### src/rtl/link_align_pkg.sv
// Shared types and constants for the non-GTX receive alignment controller.
// Latency: n/a (types, constants and a width helper only).
// Backpressure: n/a.
package link_align_pkg;

    typedef enum logic [2:0] {
        ST_IDLE   = 3'd0,
        ST_RST    = 3'd1,
        ST_SETTLE = 3'd2,
        ST_CHECK  = 3'd3,
        ST_NEXT   = 3'd4,
        ST_LOCKED = 3'd5,
        ST_FAIL   = 3'd6
    } state_e;

    // 16 bit latencies x 2 sampling edges
    localparam int NUM_SETTINGS = 32;
    localparam logic [4:0] LAST_SETTING = 5'(NUM_SETTINGS - 1);

    localparam int DEF_SETTLE_CYCLES = 64;
    localparam int DEF_CHECK_CYCLES  = 1024;
    localparam int DEF_ERR_THRESH    = 4;
    localparam int DEF_RST_CYCLES    = 4;

    // Window counter width: holds (largest window - 1), never narrower than 1 bit.
    function automatic int win_width(input int a, input int b);
        int m;
        m = (a > b) ? a : b;
        return (m < 2) ? 1 : $clog2(m);
    endfunction

endpackage

### src/rtl/window_counter.sv
// Loadable down counter with terminal count, timing every controller window.
// Latency: load takes effect on the next edge; o_tc is combinational from the count.
// Backpressure: none; i_en pauses counting, the count holds at zero once reached.
// Ports: i_clk/i_rstn clock and sync reset, i_load/i_load_val preload (N-1 for an
//        N-cycle window), i_en count enable, o_tc high while the count is zero.
module window_counter #(
    parameter int W = 10
) (
    input  logic         i_clk,
    input  logic         i_rstn,
    input  logic         i_load,
    input  logic [W-1:0] i_load_val,
    input  logic         i_en,
    output logic         o_tc
);

    logic [W-1:0] r_cnt;

    always_ff @(posedge i_clk) begin
        if (!i_rstn) begin
            r_cnt <= '0;
        end else if (i_load) begin
            r_cnt <= i_load_val;
        end else if (i_en && (r_cnt != '0)) begin
            r_cnt <= r_cnt - W'(1);
        end
    end

    assign o_tc = (r_cnt == '0);

endmodule

### src/rtl/link_align_ctrl.sv
// Sweeps non-GTX sampler latency/edge, qualifies each setting, locks and monitors.
// Latency: all outputs registered; start -> RST one edge later; one setting costs RST+SETTLE+CHECK+1 cycles.
// Backpressure: none; start is ignored outside IDLE/FAIL, enable low forces IDLE on the next edge.
// Ports: clk40/rstn clock and sync active-low reset; enable, start, align_done, align_error in;
//        bit_latency, falling_edge, auto_mode, sampler_rstn drive the sampler;
//        locked, lock_fail, relock_cnt, state report status.
module link_align_ctrl
    import link_align_pkg::*;
#(
    parameter int SETTLE_CYCLES = DEF_SETTLE_CYCLES,
    parameter int CHECK_CYCLES  = DEF_CHECK_CYCLES,
    parameter int ERR_THRESH    = DEF_ERR_THRESH,
    parameter int RST_CYCLES    = DEF_RST_CYCLES
) (
    input  logic       clk40,
    input  logic       rstn,
    input  logic       enable,
    input  logic       start,
    input  logic       align_done,
    input  logic       align_error,
    output logic [3:0] bit_latency,
    output logic       falling_edge,
    output logic       auto_mode,
    output logic       sampler_rstn,
    output logic       locked,
    output logic       lock_fail,
    output logic [7:0] relock_cnt,
    output logic [2:0] state
);

    localparam int WCW = win_width(CHECK_CYCLES, SETTLE_CYCLES);
    localparam int ECW = $clog2(CHECK_CYCLES + 1);

    localparam logic [WCW-1:0] RST_LD    = WCW'(RST_CYCLES - 1);
    localparam logic [WCW-1:0] SETTLE_LD = WCW'(SETTLE_CYCLES - 1);
    localparam logic [WCW-1:0] CHECK_LD  = WCW'(CHECK_CYCLES - 1);
    localparam logic [ECW-1:0] ERR_TH    = ECW'(ERR_THRESH);

    state_e         r_state, w_state_nxt;
    logic [4:0]     r_setting, w_setting_nxt;   // {edge, latency}
    logic [ECW-1:0] r_err_cnt, w_err_nxt;
    logic [ECW-1:0] w_err_inc;
    logic [7:0]     r_relock, w_relock_nxt;
    logic           r_sampler_rstn, r_locked, r_lock_fail;
    logic           w_win_load, w_win_en, w_win_tc;
    logic [WCW-1:0] w_win_val;

    window_counter #(.W(WCW)) u_win (
        .i_clk      (clk40),
        .i_rstn     (rstn),
        .i_load     (w_win_load),
        .i_load_val (w_win_val),
        .i_en       (w_win_en),
        .o_tc       (w_win_tc)
    );

    assign w_win_en = (r_state == ST_RST) || (r_state == ST_SETTLE) ||
                      (r_state == ST_CHECK) || (r_state == ST_LOCKED);

    // Error count including the current cycle, so an error on the last
    // cycle of a window still takes part in that window's decision.
    assign w_err_inc = (align_error && (r_err_cnt != '1)) ? r_err_cnt + ECW'(1) : r_err_cnt;

    always_comb begin
        w_state_nxt   = r_state;
        w_setting_nxt = r_setting;
        w_err_nxt     = r_err_cnt;
        w_relock_nxt  = r_relock;
        w_win_load    = 1'b0;
        w_win_val     = RST_LD;
        case (r_state)
            ST_IDLE, ST_FAIL: begin
                if (start) begin
                    w_state_nxt   = ST_RST;
                    w_setting_nxt = '0;
                    w_win_load    = 1'b1;
                end
            end
            ST_RST: begin
                if (w_win_tc) begin
                    w_state_nxt = ST_SETTLE;
                    w_err_nxt   = '0;
                    w_win_load  = 1'b1;
                    w_win_val   = SETTLE_LD;
                end
            end
            ST_SETTLE: begin
                if (w_win_tc) begin
                    w_state_nxt = ST_CHECK;
                    w_win_load  = 1'b1;
                    w_win_val   = CHECK_LD;
                end
            end
            ST_CHECK: begin
                w_err_nxt = w_err_inc;
                if (w_win_tc) begin
                    if (align_done && (w_err_inc == '0)) begin
                        w_state_nxt = ST_LOCKED;
                        w_err_nxt   = '0;
                        w_win_load  = 1'b1;
                        w_win_val   = CHECK_LD;
                    end else begin
                        w_state_nxt = ST_NEXT;
                    end
                end
            end
            ST_NEXT: begin
                if (r_setting == LAST_SETTING) begin
                    w_state_nxt = ST_FAIL;
                end else begin
                    // latency carries into the edge bit: 15/0 -> 0/1
                    w_setting_nxt = r_setting + 5'd1;
                    w_state_nxt   = ST_RST;
                    w_win_load    = 1'b1;
                end
            end
            ST_LOCKED: begin
                w_err_nxt = w_err_inc;
                if (!align_done || (w_err_inc >= ERR_TH)) begin
                    if (r_relock != 8'hFF) begin
                        w_relock_nxt = r_relock + 8'd1;
                    end
                    w_setting_nxt = '0;
                    w_state_nxt   = ST_RST;
                    w_win_load    = 1'b1;
                end else if (w_win_tc) begin
                    // next monitor window starts with a clean count
                    w_err_nxt  = '0;
                    w_win_load = 1'b1;
                    w_win_val  = CHECK_LD;
                end
            end
            default: begin
                w_state_nxt = ST_IDLE;
            end
        endcase
        // Disable wins over everything; setting and relock count are kept.
        if (!enable) begin
            w_state_nxt   = ST_IDLE;
            w_setting_nxt = r_setting;
            w_relock_nxt  = r_relock;
            w_win_load    = 1'b0;
        end
    end

    always_ff @(posedge clk40) begin
        if (!rstn) begin
            r_state        <= ST_IDLE;
            r_setting      <= '0;
            r_err_cnt      <= '0;
            r_relock       <= '0;
            r_sampler_rstn <= 1'b1;
            r_locked       <= 1'b0;
            r_lock_fail    <= 1'b0;
        end else begin
            r_state        <= w_state_nxt;
            r_setting      <= w_setting_nxt;
            r_err_cnt      <= w_err_nxt;
            r_relock       <= w_relock_nxt;
            r_sampler_rstn <= (w_state_nxt != ST_RST);
            r_locked       <= (w_state_nxt == ST_LOCKED);
            r_lock_fail    <= (w_state_nxt == ST_FAIL);
        end
    end

    assign bit_latency  = r_setting[3:0];
    assign falling_edge = r_setting[4];
    assign auto_mode    = 1'b0;
    assign sampler_rstn = r_sampler_rstn;
    assign locked       = r_locked;
    assign lock_fail    = r_lock_fail;
    assign relock_cnt   = r_relock;
    assign state        = r_state;

endmodule

### config.mk
export PLATFORM = sky130hd
export DESIGN_NAME = link_align_ctrl
export DESIGN_NICKNAME = d
export VERILOG_FILES = /design/src/rtl/link_align_pkg.sv /design/src/rtl/window_counter.sv /design/src/rtl/link_align_ctrl.sv
export SDC_FILE = /design/constraint.sdc
export NUM_CORES = 1
export LEC_CHECK = 0
export CAP_MARGIN = 20
export CORE_ASPECT_RATIO = 0.75
export CORE_UTILIZATION = 58
export CTS_CLUSTER_SIZE = 8
export DETAILED_ROUTE_END_ITERATION = 10
export PLACE_DENSITY = 0.87
export SLEW_MARGIN = 0
export SYNTH_ARGS = -nofsm -noshare
export SYNTH_HDL_FRONTEND = slang
export SYNTH_HIERARCHICAL = 1
export SYNTH_SLANG_ARGS = --single-unit
### constraint.sdc
create_clock -name clk40 -period 4.63 [get_ports clk40]
set_input_delay 1.1575 -clock clk40 [delete_from_list [all_inputs] [get_ports clk40]]
set_output_delay 1.1575 -clock clk40 [all_outputs]
set_load 0.1 [all_outputs]
==> After elaboration in Yosys (flattened, before gate mapping) <==
Index checks and enable logic that the tools add are counted.
{ "word_totals": {"reg_bits": 40, "inputBits": 6, "out_inout_bits": 20, "wordCells": 85} }
{ "op_classes": {"addsub": 4, "magnitude_cmp": 1, "eq_ne": 16, "n_mux": 36, "reduce_logical": 20} }
{ "ops": {"columns": ["operator", "count"], "rows": [
  ["$mux W11", 6],
  ["$mux W10", 6],
  ["$pmux W10 S4", 1],
  ["$pmux W11 S3", 1],
  ["$mux W3", 7],
  ["$pmux W3 S6", 1],
  ["$eq A3 B3 Y1 const B", 5],
  ["$mux W5", 3],
  ["$pmux W5 S3", 1],
  ["$add A11 B1 Y11 const B", 1],
  ["$ge A11 B3 Y1 const B", 1],
  ["$logic_not A11 Y1", 1],
  ["$ne A11 B11 Y1 const B", 1],
  ["$logic_not A10 Y1", 1],
  ["$reduce_bool A10 Y1", 1],
  ["$sub A10 B1 Y10 const B", 1],
  ["$add A8 B1 Y8 const B", 1],
  ["$mux W1", 8],
  ["$ne A8 B8 Y1 const B", 1],
  ["$eq A3 B2 Y1 const B", 2],
  ["$mux W6", 1],
  ["$reduce_bool A3 Y1", 2],
  ["$add A5 B1 Y5 const B", 1],
  ["$eq A5 B5 Y1 const B", 1],
  ["14 further kinds", 22]
]} }

==> Logic depth before layout (Yosys ltp) <==
Gate-level depths: netlist (run 1).
{ "logic_depth": {"ltp_word": 10, "ltp_mapped": 14, "ltp_nobuf": 12} }

==> Cells and area by module <==
The synthesis (run 1) kept the hierarchy.
{ "modules_own_cells": {"columns": ["module", "n_inst", "cells_per_inst", "area_each_um2", "seq_area_each_um2"], "rows": [
  ["link_align_ctrl", 1, 269, 2132.0, 600.6],
  ["window_counter", 1, 74, 598.1, 200.2]
]} }

==> Worst setup path after synthesis (run 1) <==
OpenSTA, ideal clock, no wires.
{ "synth_path": {"path_type": "input to register", "startpoint": "in align_error", "endpoint": "reg u_win.r_cnt[1]", "setup_ns": 0.122, "arrival_time_ns": 3.756, "t_required_ns": 4.508, "setup_slack_ns": 0.752, "cell_stages": 13, "cell_sequence": "buf_2 -> and2_1 -> a2111oi_0 -> a311oi_2 -> nor4_4 -> buf_6 -> nand3_1 -> a31oi_1 -> clkbuf_1 -> inv_1 -> nand3_1 -> a21oi_1 -> a311o_1"} }
{ "synth_between": {"elab_chain_cells": 9, "elab_cells_between_ends": 15, "classes_between": "order compare (1); mux (9); reduce/logical (5)"} }
{ "synth_lines": {"columns": ["item", "line", "rtl"], "rows": [
  ["start, declared", "link_align_ctrl.sv:20", "input logic align_error,"],
  ["$logic_and A1 B1 Y1 *", "link_align_ctrl.sv:62", "assign w_err_inc = (align_error && (r_err_cnt != '1)) ? r_err_cnt + ECW'(1) : r_err_cnt;"],
  ["$mux W11 *", "link_align_ctrl.sv:62", null],
  ["branches (longest 4 deep; another with $ge A11 B3 Y1)", null, null],
  ["$pmux W1 S5 *", "link_align_ctrl.sv:71", "case (r_state)"],
  ["$mux W1 *", "link_align_ctrl.sv:138", "if (!enable) begin"],
  ["via w_win_load", "link_align_ctrl.sv:45", "logic w_win_load, w_win_en, w_win_tc;"],
  ["$mux W10 or $reduce_bool A2 Y1 (tied branches)", null, null],
  ["end signal, assigned", "window_counter.sv:23", "r_cnt <= i_load_val;"],
  ["end signal, assigned", "window_counter.sv:25", "r_cnt <= r_cnt - W'(1);"],
  ["end, declared", "window_counter.sv:17", "logic [W-1:0] r_cnt;"]
]} }
Mark *: on every way through the listed nets, which the timed path passes.
A chain may end at the register's enable or synchronous reset.

==> Worst setup path in the final report (run 1) <==
Same ends and word-level chain as after synthesis.

==> results.cfg, run 1 <==
[status]
outcome = completed

[die]
coreArea_um2 = 4493
initial_core_util_pct = 60.76
dieWidth_um = 81.22
io_pins = 26
die_area_um2 = 4988
rows = 21
die_h_um = 61.42

[timing]
drv_slew = 0
min_period_over_period_pct = 89.25
rsz0062_at_grt = no
finalSetupTns_ns = 0
fmax_mhz = 242.0
setup_viol = 0
holdWs_ns = 0.4836
period_needed_ns = 4.132
finClkSkew_ns = 0.006440
max_slew_margin_pct = 34.16
hold_violations = 0
tightest_slew_ns = 0.9845

[run]
max_cap_violations = 0

[hold_path]
hold_end = r_setting[4]
whs_path_depth = 2
holdCritPathClass = flip-flop to flip-flop
min-delay-start = r_setting[4]

[detailed_routing]
finalWirelength_mm = 6.311
dr.pass1.iters = 4
vias = 2617
wl_per_cell_um = 15.24
first_iter_violations = 172
route.detailed.drc = 0
vias_per_cell = 6.321
ant_nets = 0

[worst_setup_path]
worstPathMaxFanout = 13
crit_type = input pin to flip-flop
cp-start-kind = input pin
worstReg2RegEnd = u_win/r_cnt[1]
end_kind = flip-flop
reg2reg_depth = 11
reg2reg_from = r_err_cnt[0]
cp.required_ns = 4.83
r2r_setup_slack_ns = 1.18
crit_arrival_ns = 4.33

[synthesis]
async_reset_ff_share_pct = 0
syn-mean-instance-area_um2 = 7.960
seq_area_frac_synth_pct = 29.33
synth-compound-area-share_pct = 24.89
synth.top_cell.area_share_pct = 29.33
yosys.cell_count.top_type = dfxtp_1
synth-simple-area-share_pct = 32.72
synth.area.mux_share_pct = 4.400
synth_xor_xnor_area_share_pct = 0.3208
synth_ff_type = dfxtp_1
synth_top_family_by_area = simple AND/OR/NAND/NOR gates
yosysWarnings = 6
synth-edff-count = 0
synth.distinct_cells = 76
synth_fa_ha_area_share_pct = 2.291
ys_ff_latch = 40
syn_area_um2 = 2730
synth.area.top_cells = dfxtp_1 29%, nand3_1 4.9%, a21oi_1 4.4%, mux2i_1 4.4%, nand2_1 4.3%
yosysTopAreaCell = dfxtp_1
ys_top_cells_by_count = 40 x dfxtp_1, 31 x nand2_1, 27 x nand3_1, 24 x a21oi_1, 22 x o21ai_0
synthCells = 343

[final_layout]
n_antenna_cell = 0
seqCellArea_um2 = 800.8
drive_gt1_share_pct = 8.964
areaGrowthSynthToFinish_pct = 12.33
multi_input_area_um2 = 1775
nNetsFinal = 367
n_fill_cell = 366
finish.utilization_pct = 68.25
finalInstanceArea_um2 = 3067

[placed_design]
placed_cell_area_um2 = 2955
dp_hpwl_mm = 4.377
io_buffers = 24
gp_congestion = 0.9216

[clocking]
cts_root_buf = clkbuf_8
h-tree-depth = 2
ctsResizeCount = 0
cts_setup_buffers = 0
hold_buffers = 0
cts_buffers = 5
cts.sinks = 40
path_clk_slew_ns = 0.08
cts_tree = built
clk_latency_ns = 0.30
clockBufferDepth = 2

[power_and_ir_drop]
max-vdd-ir-drop_v = 0.0002178
p_total_uw = 782.6
cellPowerDensity_nw_per_um2 = 255.2
leakage_uw = 0.001079

[grt]
grt_max_degree = 42
grt_pass1_wl_mm = 9.818
first_global_vias = 2147
antenna_found_initial = 0
grt_use_total_pct = 26.17
grt-ovfl-total = 0
==> critical path, cell delays in order <==
cell             delay [ns]
clkdlybuf4s50_1        0.56
and2_1                 0.26
a2111oi_0              0.55
a311oi_2               0.15
nor4_4                 0.32
nand3_1                0.12
a31oi_1                0.40
inv_1                  0.27
nand3_1                0.15
a21oi_1                0.06
a311o_1                0.34
==> routing by layer <==
layer | wire [µm] | global-route usage [%]
met1 | 3012 | 35.12
met2 | 2771 | 40.70
met3 | 400 | 5.630
met4 | 127 | 12.24
met5 | 0 | 0
==> layout make-up <==
type                            instances  share of cell area, %
Timing Repair Buffer                   27                  8.568
Clock buffer                            5                  2.244
Tap cell                               57                  2.326
Sequential cell                        40                  26.11
Inverter                               12                  1.469
Multi-Input combinational cell        270                  57.89
Clock inverter                          3                  1.387
==> sequential cells by signal (all words and copies together) (netlist names) <==
name / flops
r_err_cnt: 11
locked: 1
sampler_rstn: 1
u_win/r_cnt: 10
relock_cnt: 8
state: 3
lock_fail: 1
r_setting: 5
==> report_power, final <==
| group | internal [µW] | total [µW] | switching (µW) |
|---|---|---|---|
| combinational | 43.1 | 124 | 81.1 |
| clock | 160 | 292 | 132 |
| sequential | 354 | 367 | 13.1 |
==> worst max path at each step <==
| stage | endpoint | from | slack, ns |
|---|---|---|---|
| floorplan | u_win/r_cnt[1] | align_error | 0.75 |
| global placement | u_win/r_cnt[1] | align_error | 0.44 |
| detailed placement | u_win/r_cnt[1] | align_error | 0.25 |
| CTS | u_win/r_cnt[1] | align_error | 0.55 |
| global route | u_win/r_cnt[1] | align_error | 0.24 |
| finish | u_win/r_cnt[1] | align_error | 0.50 |
==> placed cells by master, fill, tap and decap left out, types with 5 or more instances in the layout <==
| cell type | count |
|---|---|
| ha_1 | 5 |
| nand2_1 | 31 |
| nor2_1 | 18 |
| a31oi_1 | 5 |
| o21ai_0 | 22 |
| o211ai_1 | 5 |
| o31ai_1 | 7 |
| mux2i_1 | 12 |
| clkdlybuf4s50_1 | 24 |
| nand2b_1 | 15 |
| nand3_1 | 27 |
| or3_1 | 5 |
| and3_1 | 10 |
| clkbuf_8 | 5 |
| inv_1 | 11 |
| a21oi_1 | 24 |
| dfxtp_1 | 40 |
==> per-stage QoR <==
| step | instances | setup slack, ns |
|---|---|---|
| finish | 414 | 0.4976 |
| global placement | 406 | 0.4408 |
| floorplan | 344 | 0.7520 |
| global route | 414 | 0.2387 |
| detailed placement | 406 | 0.2466 |
| CTS | 414 | 0.5467 |
==> logic make-up after synthesis <==
group                    count (synthesis)
XOR/XNOR                                 1
buffers and inverters                   34
AND/OR/NAND/NOR                        152
AO/OA/AOI/OAI                           97
flip-flops                              40
multiplexers                            12
other                                    2
adder cells (fa/ha/maj)                  5
Note: power is estimated with default switching activity, not from simulation.
==> run 2: changes to the inputs <==
- CTS_CLUSTER_SIZE: 8 -> default
- GPL_ROUTABILITY_DRIVEN: default -> 0
- SETUP_SLACK_MARGIN: default -> 0.3
==> results.cfg, run 2 (synthesized netlist as in run 1, its figures left out) <==
[status]
outcome = completed

[timing]
holdWs_ns = 0.4835
finalSetupTns_ns = 0
period_needed_ns = 4.061
drv_slew = 0
setup_viol = 0
rsz0062_at_grt = no
max_slew_margin_pct = 34.11
tightest_slew_ns = 0.9852
fmax_mhz = 246.3
min_period_over_period_pct = 87.71
finClkSkew_ns = 0.003892
hold_violations = 0

[grt]
grt-ovfl-total = 0
grt_max_degree = 42
grt_pass1_wl_mm = 9.604
grt_use_total_pct = 25.27
antenna_found_initial = 0
first_global_vias = 2051

[die]
rows = 21
die_h_um = 61.42
die_area_um2 = 4988
coreArea_um2 = 4493
io_pins = 26
initial_core_util_pct = 60.76
dieWidth_um = 81.22

[detailed_routing]
route.detailed.drc = 0
ant_nets = 0
first_iter_violations = 211
dr.pass1.iters = 5
finalWirelength_mm = 6.076
wl_per_cell_um = 14.68
vias_per_cell = 6.319
vias = 2616

[clocking]
cts.sinks = 40
cts_tree = built
h-tree-depth = 2
cts_buffers = 5
hold_buffers = 0
ctsResizeCount = 0
path_clk_slew_ns = 0.08
cts_setup_buffers = 0
clk_latency_ns = 0.30
cts_root_buf = clkbuf_8
clockBufferDepth = 2

[final_layout]
drive_gt1_share_pct = 8.964
top_register = r_err_cnt
final_common_cell = dfxtp_1
finalInstanceArea_um2 = 3070
layout.cells.non_filler = 414
nNetsFinal = 367
finish.utilization_pct = 68.34
areaGrowthSynthToFinish_pct = 12.47
final_cell_mix = 40 x dfxtp_1, 31 x nand2_1, 27 x nand3_1
largest_reg_flops = 11
n_antenna_cell = 0

[placed_design]
dp_hpwl_mm = 4.263
placed_cell_area_um2 = 2955
io_buffers = 24
dp_cells = 406

[hold_path]
holdCritPathClass = flip-flop to flip-flop

[worst_setup_path]
cp-start-kind = input pin
r2r_setup_slack_ns = 1.13
worstPathMaxFanout = 13
crit_arrival_ns = 4.25
crit_type = input pin to flip-flop
end_kind = flip-flop
cp.required_ns = 4.82

[run]
max_cap_violations = 0

[power_and_ir_drop]
max-vdd-ir-drop_v = 0.0001889
cellPowerDensity_nw_per_um2 = 255.3
leakage_uw = 0.001080
-- run 2: changes by cell type in the layout (fill, tap and decap cells not counted) --
cell,delta
clkinv_2,-1
inv_6,+1
-- run 2: layer usage --
metal	GRT usage, %	up-vias	wire length (µm)
li1	-	1302	-
met4	7.398	0	70
met5	0	-	0
met1	35.48	1218	3009
met2	38.66	86	2619
met3	6.222	10	377
-- run 2: path summary, 6_finish.rpt --
kind / to / depth (start not counted) / start
max: u_win/r_cnt[1] / 11 / align_error
max reg2reg: u_win/r_cnt[1] / 11 / r_err_cnt[0]
min reg2reg: r_setting[4] / 2 / r_setting[4]
min: r_setting[4] / 2 / r_setting[4]
-- run 2: area by class of cell --
type	instances	area [µm²]
clock buffers	5	68.82
clock inverters	3	46.29
fillers	361	1423
inverters	12	45.04
multi-input cells	270	1775
flip-flops and latches	40	800.8
well taps	57	71.32
repair buffers	27	262.8
-- run 2: through the flow --
stage          total power (µW)  setup slack [ns]
2_1_floorplan             466.6            0.7520
3_3_place_gp              491.4            0.4307
3_5_place_dp              494.8            0.3264
4_1_cts                   787.1            0.6421
5_1_grt                   819.3            0.4106
6_report                  783.7            0.5692
-- run 2: where the power goes --
part,leakage [µW],internal [µW],total (µW),switching (µW)
logic,0.000701,43.0,123,79.9
clock network,0.0000548,162,294,132
registers,0.000324,354,366,12.9
-- run 2: worst max-delay path, cell delays in order --
cell and delay [ns]:
clkdlybuf4s50_1 0.57, and2_1 0.27, a2111oi_0 0.50, a311oi_2 0.13
nor4_4 0.30, nand3_1 0.11, a31oi_1 0.40, inv_1 0.28
nand3_1 0.15, a21oi_1 0.05, a311o_1 0.33
